--- config.mk ---
export PLATFORM = sky130hd
export DESIGN_NAME = multi_latch
export DESIGN_NICKNAME = d
export VERILOG_FILES = /design/src/rtl/multi_latch.sv
export SDC_FILE = /design/constraint.sdc
export NUM_CORES = 1
export LEC_CHECK = 0
export BUFFER_PORTS_ARGS = -buffer_cell sky130_fd_sc_hd__clkbuf_2
export CAP_MARGIN = 20
export CORE_MARGIN = 3
export CORE_UTILIZATION = 30
export CTS_BUF_LIST = sky130_fd_sc_hd__clkbuf_4 sky130_fd_sc_hd__clkbuf_8
export DETAILED_ROUTE_END_ITERATION = 10
export SETUP_SLACK_MARGIN = 0.5
export SKIP_LAST_GASP = 1
export SLEW_MARGIN = 20
export SYNTH_ARGS = -nofsm -noshare
export SYNTH_HDL_FRONTEND = slang
export SYNTH_SLANG_ARGS = --single-unit
--- constraint.sdc ---
create_clock -name clk -period 1.7 [get_ports clk]
set_input_delay 0.17 -clock clk [delete_from_list [all_inputs] [get_ports clk]]
set_output_delay 0.17 -clock clk [all_outputs]
set_load 0.005 [all_outputs]
--- src/rtl/multi_latch.sv ---
// multi_latch: bank of CHANNELS x WIDTH storage registers.
// Supports single-channel write, broadcast, and shift-in operations.
// Also provides per-channel change tracking, a saturating update counter,
// and a registered readback port that flags out-of-range channel selects.
module multi_latch #(
  parameter int WIDTH    = 4,
  parameter int CHANNELS = 4,
  localparam int SW      = (CHANNELS > 1) ? $clog2(CHANNELS) : 1
) (
  input  logic                      clk,
  input  logic                      rst_n,
  input  logic                      wr_en,
  input  logic [1:0]                mode,
  input  logic [SW-1:0]             ch_sel,
  input  logic [WIDTH-1:0]          d,
  input  logic                      clr_changed,
  output logic [CHANNELS*WIDTH-1:0] q_all,
  output logic [WIDTH-1:0]          q_sel,
  output logic [CHANNELS-1:0]       changed,
  output logic [15:0]               upd_cnt,
  output logic                      sel_err
);

  typedef enum logic [1:0] {
    MODE_HOLD  = 2'b00,
    MODE_WRITE = 2'b01,
    MODE_BCAST = 2'b10,
    MODE_SHIFT = 2'b11
  } mode_e;

  // Counter saturates at all-ones instead of wrapping back to zero.
  function automatic logic [15:0] sat_inc(input logic [15:0] v);
    return (v == 16'hFFFF) ? v : v + 16'd1;
  endfunction

  mode_e               op;
  logic [CHANNELS-1:0] sel_hit;
  logic                sel_in_range;
  logic                wr_reject;
  logic                wr_accept;

  logic [WIDTH-1:0]    ch_q [CHANNELS];
  logic [WIDTH-1:0]    ch_d [CHANNELS];
  logic [CHANNELS-1:0] changed_q;
  logic [CHANNELS-1:0] changed_d;
  logic [15:0]         upd_cnt_q;
  logic [15:0]         upd_cnt_d;
  logic [WIDTH-1:0]    q_sel_q;
  logic [WIDTH-1:0]    q_sel_d;
  logic                sel_err_q;
  logic                sel_err_d;

  // Decode the select as a one-hot hit vector.
  // An empty hit vector means ch_sel points past the last channel.
  // This avoids indexing the register array with an out-of-range value.
  always_comb begin
    sel_hit = '0;
    for (int i = 0; i < CHANNELS; i++) begin
      sel_hit[i] = (ch_sel == SW'(i));
    end
    sel_in_range = |sel_hit;
    op           = mode_e'(mode);
    wr_reject    = wr_en && (op == MODE_WRITE) && !sel_in_range;
    wr_accept    = wr_en && (op != MODE_HOLD) && !wr_reject;
  end

  // Next channel contents per operation.
  // Registers hold unless an operation is accepted.
  always_comb begin
    for (int i = 0; i < CHANNELS; i++) begin
      ch_d[i] = ch_q[i];
    end
    if (wr_accept) begin
      case (op)
        MODE_WRITE: begin
          for (int i = 0; i < CHANNELS; i++) begin
            if (sel_hit[i]) ch_d[i] = d;
          end
        end
        MODE_BCAST: begin
          for (int i = 0; i < CHANNELS; i++) begin
            ch_d[i] = d;
          end
        end
        MODE_SHIFT: begin
          ch_d[0] = d;
          for (int i = 1; i < CHANNELS; i++) begin
            ch_d[i] = ch_q[i-1];
          end
        end
        default: begin
        end
      endcase
    end
  end

  // Sticky change flags.
  // The clear is applied first, then the set, so a set on the same edge wins.
  always_comb begin
    changed_d = clr_changed ? '0 : changed_q;
    for (int i = 0; i < CHANNELS; i++) begin
      if (ch_d[i] != ch_q[i]) changed_d[i] = 1'b1;
    end
  end

  // Update counter, readback mux and select-error pulse.
  // Readback always takes the pre-edge channel content.
  always_comb begin
    upd_cnt_d = wr_accept ? sat_inc(upd_cnt_q) : upd_cnt_q;
    q_sel_d   = '0;
    for (int i = 0; i < CHANNELS; i++) begin
      if (sel_hit[i]) q_sel_d = ch_q[i];
    end
    sel_err_d = wr_reject;
  end

  // State registers with synchronous active-low reset.
  // Reset overrides every other input on that edge.
  always_ff @(posedge clk) begin
    if (!rst_n) begin
      for (int i = 0; i < CHANNELS; i++) begin
        ch_q[i] <= '0;
      end
      changed_q <= '0;
      upd_cnt_q <= '0;
      q_sel_q   <= '0;
      sel_err_q <= 1'b0;
    end else begin
      for (int i = 0; i < CHANNELS; i++) begin
        ch_q[i] <= ch_d[i];
      end
      changed_q <= changed_d;
      upd_cnt_q <= upd_cnt_d;
      q_sel_q   <= q_sel_d;
      sel_err_q <= sel_err_d;
    end
  end

  // Flatten the channel registers onto q_all without adding latency.
  for (genvar g = 0; g < CHANNELS; g++) begin : g_qall
    assign q_all[g*WIDTH +: WIDTH] = ch_q[g];
  end

  assign q_sel   = q_sel_q;
  assign changed = changed_q;
  assign upd_cnt = upd_cnt_q;
  assign sel_err = sel_err_q;

endmodule

# == After elaboration in Yosys (flattened, before gate mapping) ==
# Memory sizes are Yosys's and may differ from the RTL's.
# Index checks and enable logic that the tools add are counted.
# totals
ff_bits,25
mem_bits_rw,16
inputBits,12
output_inout_bits,41
elab_cells,60
memories,1
# classes
addsub,1
n_eq_ne,11
mux,21
n_bitwise,5
reduce_logical,14
# mem_list
name,words,word_bits,rd,rd_clocked_by_memory_dff,write_ports,line_no,source
ch_q,4,4,4,0,4,42,logic [WIDTH-1:0] ch_q [CHANNELS];
# ops
operator,count
$mux 4,13
$pmux 16 s3,1
$add 16x1->16 const B,1
$eq 16x16->1 const B,1
$mux 16,1
$ne 4x4->1,4
$reduce_bool 2->1,5
$eq 2x2->1 const B,4
$mux 1,6
$eq 2x1->1 const B,2
$logic_and 1x1->1,4
$or 1x1->1,4
$reduce_or 4->1,1
$logic_not 1->1,2
$logic_not 2->1,1
$reduce_and 2->1,1
$not 1->1,1

# == Logic depth before layout (Yosys ltp) ==
# Gate-level depths: netlist (run 1).
# depth
word_depth,9
ltp_mapped,7
ltp_nobuf,5

# == Worst setup path before layout (run 1) ==
# Ideal clock, no wire load.
# synth_timing
path_type,flip-flop to flip-flop
from,"reg upd_cnt_q[2], in the netlist upd_cnt[2]"
to,"reg upd_cnt_q[1], in the netlist upd_cnt[1]"
setup_ns,0.128
arrival_time_ns,1.370
required_time_ns,1.572
path_slack_ns,0.202
stages_incl_launch_ff,6
path_buffers,0
synth_period_minus_slack_ns,1.498
cell_sequence,dfxtp_1 -> and4_1 -> nand4_2 -> o21ai_2 -> mux2i_1 -> nor2_1
# synth_via
elab_chain_len,3
# synth_lines
item,line_no,source
"start, declared",46,logic [15:0] upd_cnt_q;
"start signal, assigned",133,upd_cnt_q <= upd_cnt_d;
$eq 16x16->1,33,return (v == 16'hFFFF) ? v : v + 16'd1;
$not 1->1 (no line),-,
$reduce_and 2->1 (no line),-,
# No other way between the ends.
# A chain may end at the register's enable or synchronous reset.

# == Worst setup path after layout (run 1) ==
# layout_timing
from,"reg upd_cnt_q[3], in the netlist upd_cnt[3]"
to,"reg upd_cnt_q[1], in the netlist upd_cnt[1]"
# The elaborated chain is that of the path after synthesis.

==> results.json, run 1 <==
{
  "grt_pass1_wl_mm": 13.3,
  "critPathLaunchType": "flop",
  "timing.fmax_mhz": 691,
  "wl_mm": 8.25,
  "design.core.area_um2": 8340,
  "syn_area_per_cell_um2": 8.71,
  "cp.buffers_inverters": 0,
  "synthFlopType": "dfxtp_1",
  "numCtsBuffers": 5,
  "clkSinkCount": 41,
  "leakage_nw": 1.59,
  "hp-class": "primary input to flop",
  "setup_tns_ns": 0,
  "final_area_um2": 3810,
  "synth_cell_types": 64,
  "period_needed_ns": 1.45,
  "power.density_nw_per_um2": 605,
  "cts_root_buf": "clkbuf_8",
  "cap_viol_max_count": 0,
  "setup_viol": 0,
  "endpoint_kind": "flop",
  "synthesis.area_um2": 2600,
  "slew_viol_final": 0,
  "hpwlAfterDp_mm": 5.71,
  "path_cells": "and4_4 > nand4_4 > o21ai_4 > mux2i_1 > nor2_1",
  "cts_hold_buffers": 0,
  "routedWlPerCell_um": 16.4,
  "synth_edf_count": 0,
  "num_rows": 33,
  "num_vias": 2747,
  "first_global_vias": 2616,
  "start_util_pct": 31.2,
  "die_w_um": 99.2,
  "crit_slowest_cell": "dfxtp_4",
  "fin_hold_ws_ns": 0.281,
  "drc": 0,
  "cp_top_family": "simple AND/OR/NAND/NOR gates",
  "drive_above_1_share_pct": 54.4,
  "placed_area_um2": 3210,
  "synth-seq-cells": 41,
  "viasPerCell": 5.45,
  "antenna_found_initial": 0,
  "fin_nets": 411,
  "cts_buffer_depth": 2,
  "synth.area.top_cells": "dfxtp_1, mux2i_1, nor2_1, mux4_2, o21ai_0",
  "drtIter0Drc": 133,
  "post-route-period-util_pct": 85.1,
  "slowest_delay_ns": 0.37,
  "synth_most_common_cell": "dfxtp_1",
  "outcome": "finished, final reports clean",
  "placed_cells": 461,
  "grt_usage_pct": 16.6,
  "die_h_um": 99.2,
  "die_area_um2": 9830,
  "instances_no_fill": 504,
  "grt_overflow_total": 0,
  "ios": 53,
  "finClkSkew_ns": 0.00674,
  "crit_required_ns": 1.90,
  "arrival_ns": 1.64,
  "synth.top_cell.area_share_pct": 31.5,
  "port_buffers": 52,
  "synth_cells": 299,
  "dr.pass1.iters": 5,
  "ys_top_cells_by_count": "dfxtp_1, nor2_1, nand2_1",
  "yosysSeqAreaShare_pct": 31.5,
  "grt_max_degree": 21,
  "htreeDepth": 2,
  "yosysWarnings": 0,
  "tritoncts": "built",
  "area_growth_pct": 46.3,
  "insertion_delay_ns": 0.30,
  "num_antenna_cells": 0,
  "yosys.area.top_type": "dfxtp_1",
  "peakVddDrop_mv": 0.294,
  "worst-setup-path-type": "flop to flop",
  "syn_nets": 312,
  "rsz0062_at_grt": "true",
  "async_reset_ff_share_pct": 0,
  "ant_nets": 0,
  "place.gp.congestion": 0.888,
  "hold_violations": 0,
  "critPathMaxFanout": 7,
  "clkTransAtPathRegs_ns": 0.09
}
==> cell usage in the layout (no fill, tap or decap), drive strengths merged, types with 3 or more instances in the layout <==
| cell type | netlist | final |
|---|---|---|
| a21oi | 13 | 13 |
| o21a | 4 | 4 |
| o21ai | 26 | 26 |
| nor3 | 5 | 5 |
| mux2i | 14 | 14 |
| and3 | 9 | 9 |
| o211ai | 5 | 5 |
| nand2 | 20 | 20 |
| a32oi | 3 | 3 |
| xnor2 | 7 | 7 |
| nand4 | 6 | 6 |
| clkbuf | 6 | 57 |
| nor2 | 25 | 25 |
| and2 | 9 | 9 |
| o22ai | 3 | 3 |
| xor2 | 7 | 7 |
| clkinv | 1 | 3 |
| buf | 13 | 59 |
| mux4 | 4 | 4 |
| inv | 9 | 9 |
| nand2b | 4 | 4 |
| nor4 | 3 | 3 |
| mux2 | 6 | 6 |
| a211oi | 7 | 7 |
| a21boi | 6 | 6 |
| nor3b | 4 | 4 |
| nand3 | 8 | 8 |
| dfxtp | 41 | 41 |
| a31oi | 3 | 3 |
==> worst reg2reg max path, stage by stage, from the launching register on <==
cell and delay, ns:
dfxtp_4 0.37, and4_4 0.27, nand4_4 0.13, o21ai_4 0.30
mux2i_1 0.22, nor2_1 0.05
==> routing by layer <==
metal  wire length [µm]  track usage [%]  vias up
met5                  0                0        -
met4                140             6.30        0
met3                310             2.38       12
met2               4040             27.0       72
met1               3770             22.3     1351
li1                   -                -     1312
==> logic make-up after synthesis <==
kind of cell	after synthesis	synth area share (%)
simple gates	102	22.2
compound gates	87	23.1
flops	41	31.5
buf+inv	29	6.34
mux	24	11.4
xor+xnor	14	4.71
fa+ha+maj	1	0.480
other cells	1	0.144
==> registers in the layout, indices dropped and copies added, names as in the netlist <==
register  cells
ch_q         16
upd_cnt      16
changed       4
q_sel         4
sel_err       1
==> power by group <==
group / switching, mW / leakage (nW) / internal, mW
Sequential: 0.0670 / 0.355 / 0.994
Combinational: 0.294 / 1.19 / 0.297
Clock: 0.369 / 0.0439 / 0.284
Total: 0.730 / 1.59 / 1.57
==> through the flow <==
stage                     worst slack, ns  total power, mW  utilization [%]
after floorplan                     0.376             1.42                -
after global placement             0.0199             1.58             38.5
after detailed placement          -0.0278             1.59             38.5
after CTS                           0.261             2.30             43.5
after global routing                0.168             2.41             45.7
final                               0.253             2.30             45.7
==> path summary, 6_finish.rpt <==
check / endpoint / slack, ns / depth (start not counted) / start
worst max-delay path: upd_cnt[1] / 0.25 / 5 / upd_cnt[3]
worst min register to register: changed[0] / 0.51 / 2 / changed[0]
worst max register to register: upd_cnt[1] / 0.25 / 5 / upd_cnt[3]
worst min-delay path: changed[0] / 0.28 / 4 / clr_changed
==> layout make-up <==
cell class              instances  area (µm²)
well taps                     105         131
fillers                       795        4530
clock buffers                   5        68.8
flip-flops and latches         41         913
inverters                      10        37.5
repair buffers                111         761
multi-input cells             229        1880
clock inverters                 3        17.5
==> timing repair <==
item                       4_1_cts  5_1_grt
setup endpoints to repair       26       28
buffers inserted                26        9
pin swaps                       23       24
gates resized for setup         48       32
No activity file was read; power rests on OpenSTA's default activity.
==> inputs of run 2 (changes only) <==
--- a/config.mk
+++ b/config.mk
@@ -8,9 +8,10 @@
 export BUFFER_PORTS_ARGS = -buffer_cell sky130_fd_sc_hd__clkbuf_2
 export CAP_MARGIN = 20
 export CORE_MARGIN = 3
-export CORE_UTILIZATION = 30
+export CORE_UTILIZATION = 55
 export CTS_BUF_LIST = sky130_fd_sc_hd__clkbuf_4 sky130_fd_sc_hd__clkbuf_8
 export DETAILED_ROUTE_END_ITERATION = 10
+export PLACE_DENSITY = 0.8
 export SETUP_SLACK_MARGIN = 0.5
 export SKIP_LAST_GASP = 1
 export SLEW_MARGIN = 20
==> run 2 against run 1 <==
Die area down 43%. Design area down 1.7%. Sequential power about the same. Global-route usage up 14 points. Critical path depth up 1. Clock skew up 0.010 ns. Non-clock buffer count down 6. Via count up 12%. Flip-flop and latch count unchanged. Largest cell class unchanged.
==> results.json, run 2 (synthesis gave the netlist of run 1 again) <==
{
  "die_area_um2": 5600,
  "peakVddDrop_mv": 0.426,
  "grt_max_degree": 20,
  "setup_viol": 0,
  "dp_slack_ns": 0.0550,
  "reg2reg_slack_ns": 0.15,
  "crit_path_start": "upd_cnt[5]",
  "cp_top_family": "simple AND/OR/NAND/NOR gates",
  "die_h_um": 74.8,
  "area_growth_pct": 43.8,
  "final.setup.worst_slack_ns": 0.146,
  "num_vias": 3074,
  "outcome": "finished, final reports clean",
  "grt_pass1_wl_mm": 13.0,
  "leakage_nw": 1.58,
  "ant_nets": 0,
  "drive_above_1_share_pct": 51.3,
  "slew_viol_final": 0,
  "cap_viol_max_count": 0,
  "final_cell_mix": "clkbuf_2, buf_4, nor2_1",
  "cts_root_buf": "clkbuf_8",
  "first_global_vias": 2584,
  "drtIter0Drc": 370,
  "port_buffers": 52,
  "critPathMaxFanout": 5,
  "numCtsBuffers": 5,
  "place.gp.congestion": 0.947,
  "setup_tns_ns": 0,
  "arrival_ns": 1.74,
  "timing.fmax_mhz": 644,
  "hp-start": "d[2]",
  "wl_mm": 9.76,
  "r2r_start": "upd_cnt[5]",
  "fin_nets": 406,
  "clkSinkCount": 41,
  "rsz0062_at_grt": "true",
  "worst-setup-path-type": "flop to flop",
  "htreeDepth": 2,
  "hpwlAfterDp_mm": 5.19,
  "grt_overflow_total": 0,
  "critPathLaunchType": "flop",
  "ios": 53,
  "ff2ff_path_depth": 6,
  "clkTransAtPathRegs_ns": 0.10,
  "design.core.area_um2": 4470,
  "drc": 0,
  "num_rows": 24,
  "num-fill-cells": 242,
  "crit_required_ns": 1.89,
  "cts_buffer_depth": 2,
  "period_needed_ns": 1.55,
  "rr_endpoint": "upd_cnt[0]",
  "hp-class": "primary input to flop",
  "viasPerCell": 6.89,
  "slowest_delay_ns": 0.39,
  "tritoncts": "built",
  "num_antenna_cells": 0,
  "endpoint_kind": "flop",
  "crit_end": "upd_cnt[0]",
  "final_common_cell": "clkbuf_2",
  "die_w_um": 74.8,
  "crit_slowest_cell": "dfxtp_4",
  "antenna_found_initial": 0,
  "power.density_nw_per_um2": 682,
  "routedWlPerCell_um": 21.9,
  "finClkSkew_ns": 0.0168,
  "post-route-period-util_pct": 91.4,
  "path_cells": "and4_4 > nand4_4 > o21ai_4 > buf_12 > xor2_1 > nor2_1",
  "start_util_pct": 58.2,
  "insertion_delay_ns": 0.31,
  "cp.buffers_inverters": 1,
  "dr.pass1.iters": 5,
  "worst-path-stages": 6,
  "hold_violations": 0,
  "grt_usage_pct": 30.3
}
run 2: how the worst min path moves through the flow:
stage                  end  slack [ns]  cells past startpoint
6_report        ch_q[0][2]        0.31                      4
5_1_grt         changed[0]        0.31                      4
4_1_cts         changed[0]        0.28                      4
3_5_place_dp   upd_cnt[14]        0.49                      2
3_3_place_gp    changed[0]        0.47                      2
2_1_floorplan   upd_cnt[7]        0.31                      2
run 2: routing by layer:
metal | wire length [µm] | vias up | global-route usage (%)
met4 | 377 | 0 | 14.0
met3 | 1030 | 48 | 5.47
met2 | 4470 | 244 | 46.8
met5 | 0 | - | 0
met1 | 3880 | 1477 | 41.1
li1 | - | 1305 | -
run 2: what timing repair did:
action,in CTS,in global routing
hold buffers,0,0
setup endpoints to repair,20,26
resized for setup,43,24
pin swaps,27,17
setup buffers,22,11
cloned,1,1
run 2: final cells by class:
type | instances | area, µm² | share of cell area [%]
multi-input combinational | 230 | 1870 | 49.9
sequential | 41 | 902 | 24.1
timing repair buffer | 105 | 751 | 20.1
clock buffer | 6 | 82.6 | 2.21
tap | 52 | 65.1 | 1.74
clock inverter | 2 | 37.5 | 1.00
inverter | 10 | 37.5 | 1.00
run 2: worst register-to-register path, delay by kind of cell (launching register included):
kind / cells / cell delay (ns)
AOI/OAI and AO/OA: 1 / 0.28
xor gates and xnor gates: 1 / 0.15
and+or+nand+nor: 3 / 0.47
buffers and inverters: 1 / 0.15
DFF: 1 / 0.39
run 2: through the flow:
stage / util (%) / instance area (µm²) / total power, mW / std cells / hold slack, ns
floorplan: - / 2800 / 1.42 / 299 / 0.315
global placement: 69.7 / 3120 / 1.56 / 403 / 0.471
detailed placement: 69.7 / 3120 / 1.58 / 403 / 0.487
CTS: 79.2 / 3540 / 2.47 / 434 / 0.276
global route: 83.7 / 3740 / 2.64 / 446 / 0.311
finish: 83.7 / 3740 / 2.55 / 446 / 0.307
run 2: power by group:
group          switching, mW  internal (mW)
logic                  0.332          0.305
registers             0.0633          0.996
clock network          0.377          0.478
total                  0.772           1.78
